===== src/rtl/param_register_file_if.sv =====
// Bus bundle for param_register_file: load data, per-register enables, operation select,
// two read ports and the wrap pulse. Directions are named from the register file's side.
interface param_register_file_if #(
  parameter int unsigned WIDTH = 16,
  parameter int unsigned COUNT = 4,
  parameter int unsigned SELW  = $clog2(COUNT)
);
  logic [WIDTH-1:0] i_data;
  logic [COUNT-1:0] i_en;
  logic [2:0]       i_fun_sel;
  logic [SELW-1:0]  i_outa_sel;
  logic [SELW-1:0]  i_outb_sel;
  logic [WIDTH-1:0] o_outa;
  logic [WIDTH-1:0] o_outb;
  logic             o_wrap;

  modport master (
    output i_data, i_en, i_fun_sel, i_outa_sel, i_outb_sel,
    input  o_outa, o_outb, o_wrap
  );

  modport slave (
    input  i_data, i_en, i_fun_sel, i_outa_sel, i_outb_sel,
    output o_outa, o_outb, o_wrap
  );
endinterface


===== src/rtl/param_register_file.sv =====
// COUNT x WIDTH register file: one shared operation applied to every enabled register, two
// combinational read ports, registered inc/dec boundary pulse. Define REGFILE_SATURATE_EN to
// make inc/dec saturate at the boundary instead of wrapping modulo 2^WIDTH.
module param_register_file #(
  parameter int unsigned WIDTH = 16,
  parameter int unsigned COUNT = 4,
  parameter int unsigned SELW  = $clog2(COUNT)
) (
  input logic                 i_clk,
  input logic                 i_rst_n,
  param_register_file_if.slave io_bus
);

  typedef enum logic [2:0] {
    OpDec    = 3'b000,
    OpInc    = 3'b001,
    OpLoad   = 3'b010,
    OpClr    = 3'b011,
    OpLoadLo = 3'b100,
    OpWrLo   = 3'b101,
    OpWrHi   = 3'b110,
    OpLoadSx = 3'b111
  } op_e;

  localparam logic [WIDTH-1:0] One     = WIDTH'(1);
  localparam logic [WIDTH-1:0] AllOnes = '1;

  logic [WIDTH-1:0] r_regs   [COUNT];
  logic [WIDTH-1:0] w_regs_d [COUNT];
  logic [COUNT-1:0] w_hit;
  logic             r_wrap;
  op_e              w_op;
  logic [WIDTH-1:0] w_outa;
  logic [WIDTH-1:0] w_outb;

  assign w_op = op_e'(io_bus.i_fun_sel);

  // Each enabled register computes from its own current value; disabled ones hold.
  always_comb begin
    w_hit = '0;
    for (int k = 0; k < int'(COUNT); k++) begin
      w_regs_d[k] = r_regs[k];
    end
    for (int k = 0; k < int'(COUNT); k++) begin
      if (io_bus.i_en[k]) begin
        unique case (w_op)
          OpDec: begin
            w_hit[k] = (r_regs[k] == '0);
`ifdef REGFILE_SATURATE_EN
            w_regs_d[k] = w_hit[k] ? r_regs[k] : r_regs[k] - One;
`else
            w_regs_d[k] = r_regs[k] - One;
`endif
          end
          OpInc: begin
            w_hit[k] = (r_regs[k] == AllOnes);
`ifdef REGFILE_SATURATE_EN
            w_regs_d[k] = w_hit[k] ? r_regs[k] : r_regs[k] + One;
`else
            w_regs_d[k] = r_regs[k] + One;
`endif
          end
          OpLoad:   w_regs_d[k] = io_bus.i_data;
          OpClr:    w_regs_d[k] = '0;
          OpLoadLo: w_regs_d[k] = {{(WIDTH-8){1'b0}}, io_bus.i_data[7:0]};
          OpWrLo:   w_regs_d[k][7:0] = io_bus.i_data[7:0];
          OpWrHi:   w_regs_d[k][15:8] = io_bus.i_data[7:0];
          OpLoadSx: w_regs_d[k] = {{(WIDTH-8){io_bus.i_data[7]}}, io_bus.i_data[7:0]};
        endcase
      end
    end
  end

  always_ff @(posedge i_clk or negedge i_rst_n) begin
    if (!i_rst_n) begin
      for (int k = 0; k < int'(COUNT); k++) begin
        r_regs[k] <= '0;
      end
      r_wrap <= 1'b0;
    end else begin
      for (int k = 0; k < int'(COUNT); k++) begin
        r_regs[k] <= w_regs_d[k];
      end
      r_wrap <= |w_hit;
    end
  end

  // Selects that match no register fall through to zero.
  always_comb begin
    w_outa = '0;
    w_outb = '0;
    for (int k = 0; k < int'(COUNT); k++) begin
      if (io_bus.i_outa_sel == SELW'(k)) begin
        w_outa = r_regs[k];
      end
      if (io_bus.i_outb_sel == SELW'(k)) begin
        w_outb = r_regs[k];
      end
    end
  end

  assign io_bus.o_outa = w_outa;
  assign io_bus.o_outb = w_outb;
  assign io_bus.o_wrap = r_wrap;

endmodule


===== src/flat_wrapper.sv =====
// flat-port wrapper written by rule: the top's interface ports become plain ports
module param_register_file_flat 
#(
  parameter int unsigned WIDTH = 16,
  parameter int unsigned COUNT = 4,
  parameter int unsigned SELW  = $clog2(COUNT)
)
  (i_clk, i_rst_n, io_bus_i_data, io_bus_i_en, io_bus_i_fun_sel, io_bus_i_outa_sel, io_bus_i_outb_sel, io_bus_o_outa, io_bus_o_outb, io_bus_o_wrap);
  param_register_file_if #(.WIDTH(WIDTH), .COUNT(COUNT), .SELW(SELW)) io_bus_i ();
  input logic i_clk;
  input logic i_rst_n;
  input wire logic [$bits(io_bus_i.i_data)-1:0] io_bus_i_data;
  input wire logic [$bits(io_bus_i.i_en)-1:0] io_bus_i_en;
  input wire logic [$bits(io_bus_i.i_fun_sel)-1:0] io_bus_i_fun_sel;
  input wire logic [$bits(io_bus_i.i_outa_sel)-1:0] io_bus_i_outa_sel;
  input wire logic [$bits(io_bus_i.i_outb_sel)-1:0] io_bus_i_outb_sel;
  output wire logic [$bits(io_bus_i.o_outa)-1:0] io_bus_o_outa;
  output wire logic [$bits(io_bus_i.o_outb)-1:0] io_bus_o_outb;
  output wire logic [$bits(io_bus_i.o_wrap)-1:0] io_bus_o_wrap;
  assign io_bus_i.i_data = io_bus_i_data;
  assign io_bus_i.i_en = io_bus_i_en;
  assign io_bus_i.i_fun_sel = io_bus_i_fun_sel;
  assign io_bus_i.i_outa_sel = io_bus_i_outa_sel;
  assign io_bus_i.i_outb_sel = io_bus_i_outb_sel;
  assign io_bus_o_outa = io_bus_i.o_outa;
  assign io_bus_o_outb = io_bus_i.o_outb;
  assign io_bus_o_wrap = io_bus_i.o_wrap;
  param_register_file #(.WIDTH(WIDTH), .COUNT(COUNT), .SELW(SELW)) u_core (.i_clk(i_clk), .i_rst_n(i_rst_n), .io_bus(io_bus_i));
endmodule

===== config.mk =====
export PLATFORM = sky130hd
export DESIGN_NAME = param_register_file_flat
export DESIGN_NICKNAME = d
export VERILOG_FILES = /design/src/rtl/param_register_file_if.sv /design/src/rtl/param_register_file.sv /design/src/flat_wrapper.sv
export SDC_FILE = /design/constraint.sdc
export NUM_CORES = 1
export LEC_CHECK = 0
export BUFFER_PORTS_ARGS = -buffer_cell sky130_fd_sc_hd__buf_4
export CAP_MARGIN = 5
export CORE_ASPECT_RATIO = 1.5
export CORE_MARGIN = 2
export CORE_UTILIZATION = 48
export CTS_CLUSTER_SIZE = 30
export DETAILED_ROUTE_END_ITERATION = 12
export PLACE_DENSITY = 0.64
export SLEW_MARGIN = 20
export SYNTH_ARGS = -nofsm -noshare
export SYNTH_HDL_FRONTEND = slang
export SYNTH_SLANG_ARGS = --single-unit

===== constraint.sdc =====
create_clock -name i_clk -period 2.7 [get_ports i_clk]
set_clock_uncertainty 0.1 [all_clocks]
set_input_delay 0.54 -clock i_clk [delete_from_list [all_inputs] [get_ports i_clk]]
set_output_delay 0.54 -clock i_clk [all_outputs]
set_load 0.05 [all_outputs]

==> run metrics <==
cell at the root of the clock tree sky130_fd_sc_hd__clkbuf_16; Sink Count 65; Synth Area in XOR/XNOR under 10%; H-tree depth reported by CTS 3; number of antenna repair diodes 0; share of Yosys cell area claimed by the top area cell type between 20% and 30%; dominant combinational cell family by area after synthesis simple AND/OR/NAND/NOR gates; global-route wire length before repair 42220 um; distinct cell type count of the synthesized netlist between 70 and 80; fraction of the mapped netlist area in compound gates about a quarter; Inserted Clock Buffers 9; initial antenna violation count 0; number of global-route vias before repair between 7000 and 8000; insertion delay to the later sink of the worst-skew pair between 0.3 and 0.4 ns; CP Data Required Time 2.06 ns; highest clock frequency the design can meet 403.6 MHz; detailed placement HPWL 20130 um; leakage dissipation between 3 and 4 nW; FP Rows 54; maximum fanout along the worst path 9; number of iterations in the first detailed-routing pass 5; number of input and output port buffers inserted 61; mean number of vias per cell slightly below 7; residual antenna-violating net count after detailed routing 0; Die Span X approximately 100 um; Hold WC Path Type primary input to asynchronous set/reset pin; die height ~150 um; top area cells in the synthesized netlist sky130_fd_sc_hd__dfrtp_1, sky130_fd_sc_hd__mux4_2, sky130_fd_sc_hd__nand2_1, sky130_fd_sc_hd__a21oi_1, sky130_fd_sc_hd__o21ai_0; relative slew slack a little over half; post-CTS resize count 0; NumNets Final 950; Tcrit/Tclk final between 90 and 100%; total global routing overflow 0; area of the die 15700 um^2; simple logic cell fraction of the synthesized area around 27%; count of endpoints failing setup in the final report 0; Crit path top cell by count sky130_fd_sc_hd__buf_4; Post-synth top flop sky130_fd_sc_hd__dfrtp_1; category of the most critical setup path flop to output pin; kind of end point of the critical path output pin; area overhead of the layout relative to synthesis 13.75%; CP Cell Sequence buf_4 > mux4_1 > buf_4; critical path data arrival time around 1.8 ns; MaxCap Viol Count 0; maximum number of pins on one net before global-route repair between 40 and 50; RSZ-0062 raised after global routing no; final number of hold-violating endpoints 0; max-slew violations 0; share of synthesized area occupied by flip-flops and latches between 20% and 30%; transition time at the pin with the least slew margin 0.7062 ns; area leader, netlist sky130_fd_sc_hd__dfrtp_1; Setup TNS Final 0 ns; outcome completed; total power divided by cell area roughly 660 nW/um^2; GP Congestion ~1; IO Pins 62; Residual DRC 0; overall routed net length 27240 um; DRC marker count from the first detailed-route iteration approximately 670; async set-or-reset flop fraction in the synthesized netlist 100.0%; Post-Synth Adder-Cell Area under 10%; minimum clock period around 2.5 ns; Reg clk slew, reported paths 0.06 ns; detailed-route via count a little under 8000; Design Power 5.278 mW; launching point of the worst reg2reg path u_core.r_regs[49]; fraction of final layout cells with drive strength greater than 1 slightly below 20%; kind of launch point of the worst setup path flop; buffers from clock root to sink, at most 2; count of synthesis-stage warnings from yosys 0; peak supply drop approximately 0.48 mV; Post-CTS Setup Inserts 0; Max stage delay cell, worst path sky130_fd_sc_hd__dfrtp_1; final design utilization approximately 55%; Initial Util between 40% and 50%; CTS tree done; syn avg cell area roughly 7.9 um^2; combined global-route utilization of all metal layers between 30% and 40%; Worst R2R Setup Slack around 0.31 ns; post-layout worst setup margin roughly 0.22 ns; Yosys reg bits 65; number of cell instances on the worst register-to-register path 6; area of the mapped netlist just over 7000 um^2; endpoint of the most critical register-to-register path u_core.r_regs[62]; core footprint about 14000 um^2; number of enable-type register cells in the synthesized netlist 0; portion of netlist area occupied by mux cells 11.92%; nets in the synthesized netlist 933; Post-CTS Hold Fix Bufs 0; wire length per cell 24.54 um; critical path's largest stage delay between 0.5 and 0.6 ns; worst setup slack before clock tree synthesis around 0.28 ns; number of standard cells after synthesis slightly below 900
synthesized netlist by cell type, types with 6 or more instances:
| master | n |
|---|---|
| sky130_fd_sc_hd__or3_1 | 9 |
| sky130_fd_sc_hd__or4_1 | 9 |
| sky130_fd_sc_hd__mux4_2 | 30 |
| sky130_fd_sc_hd__o2bb2ai_1 | 6 |
| sky130_fd_sc_hd__o22ai_1 | 9 |
| sky130_fd_sc_hd__nand3_1 | 42 |
| sky130_fd_sc_hd__inv_1 | 27 |
| sky130_fd_sc_hd__o32ai_1 | 9 |
| sky130_fd_sc_hd__xor2_1 | 16 |
| sky130_fd_sc_hd__a21o_1 | 6 |
| sky130_fd_sc_hd__nor4_1 | 26 |
| sky130_fd_sc_hd__a211oi_1 | 14 |
| sky130_fd_sc_hd__o31ai_1 | 13 |
| sky130_fd_sc_hd__o21a_1 | 6 |
| sky130_fd_sc_hd__nor2_1 | 54 |
| sky130_fd_sc_hd__a22oi_1 | 9 |
| sky130_fd_sc_hd__xnor2_1 | 15 |
| sky130_fd_sc_hd__and2_1 | 9 |
| sky130_fd_sc_hd__a21oi_1 | 60 |
| sky130_fd_sc_hd__and3_1 | 9 |
| sky130_fd_sc_hd__o21ai_0 | 56 |
| sky130_fd_sc_hd__nand4_1 | 26 |
| sky130_fd_sc_hd__nor3_1 | 31 |
| sky130_fd_sc_hd__a31oi_1 | 12 |
| sky130_fd_sc_hd__dfrtp_1 | 65 |
| sky130_fd_sc_hd__nand2_1 | 90 |
| sky130_fd_sc_hd__clkbuf_1 | 64 |
| sky130_fd_sc_hd__buf_2 | 33 |
| sky130_fd_sc_hd__mux2i_1 | 9 |
| sky130_fd_sc_hd__ha_1 | 11 |
sequential cells by signal, summed over array words and instances, names as in the netlist:
name	count
u_core.r_regs	64
u_core.io_bus.o_wrap	1
metal layers:
layer | vias to the layer above | GRT usage (%) | share of wire [%]
li1 | 3425 | - | -
met1 | 3703 | 47.27 | 39
met2 | 469 | 53.12 | 46
met3 | 117 | 4.679 | 7.6
met4 | 0 | 21.43 | 7.6
met5 | - | 0 | 0
critical path, delay by kind of cell (launching register included):
| family | cells | cell delay [ns] |
|---|---|---|
| buf+inv | 2 | 0.44 |
| flops | 1 | 0.54 |
| mux | 1 | 0.51 |
where the power goes:
group | switching, mW | leakage, nW | internal, mW
combinational | 1.41 | 2.13 | 0.902
sequential | 0.522 | 0.787 | 1.16
clock | 0.477 | 0.158 | 0.810
total | 2.41 | 3.07 | 2.87
cells in the final DEF (no fill, tap or decap), drive strengths merged, types with 11 or more instances in the layout:
cell type  synthesis  layout
a21oi             60      60
ha                11      11
nand2             90      90
nor2              54      54
clkbuf            65      13
mux4              32      32
inv               27      27
or4               11      11
o31ai             13      13
nor4              31      31
a211oi            14      14
o21ai             56      56
nand3             42      42
dfrtp             65      65
buf               41     112
xnor2             15      15
xor2              16      16
a31oi             12      12
nand4             26      26
nor3              34      34
layout make-up:
cell class | instances | area, um^2
Tap cell | 196 | 245.2
Clock buffer | 13 | 280.3
Multi-Input combinational cell | 695 | 4855
Clock inverter | 2 | 35.03
Fill cell | 1374 | 6437
Inverter | 27 | 101.3
Timing Repair Buffer | 112 | 878.3
Sequential cell | 65 | 1627
worst max path at each step:
stage / startpoint / endpoint / depth (start not counted)
finish: u_core.r_regs[48] / io_bus_o_outb[0] / 3
floorplan: io_bus_i_outa_sel[1] / io_bus_o_outa[10] / 3
detailed placement: io_bus_i_fun_sel[2] / u_core.r_regs[45] / 6
global placement: io_bus_i_fun_sel[2] / u_core.r_regs[45] / 6
global route: u_core.r_regs[19] / u_core.r_regs[29] / 5
CTS: u_core.r_regs[48] / io_bus_o_outb[0] / 3
cells by family after synthesis:
kind of cell,after synthesis
compound gates,255
xor+xnor,31
fa+ha+maj,11
mux,43
flops,65
simple gates,355
buf+inv,133
per-stage QoR:
| step | area (um^2) | hold slack [ns] | instances |
|---|---|---|---|
| global route | 8021 | 0.1627 | 1110 |
| detailed placement | 7706 | 0.4699 | 1095 |
| floorplan | 7052 | 0.1444 | 893 |
| finish | 8021 | 0.1220 | 1110 |
| global placement | 7706 | 0.4618 | 1095 |
| CTS | 8021 | 0.1417 | 1110 |
Note: power is estimated with default switching activity, not from simulation.
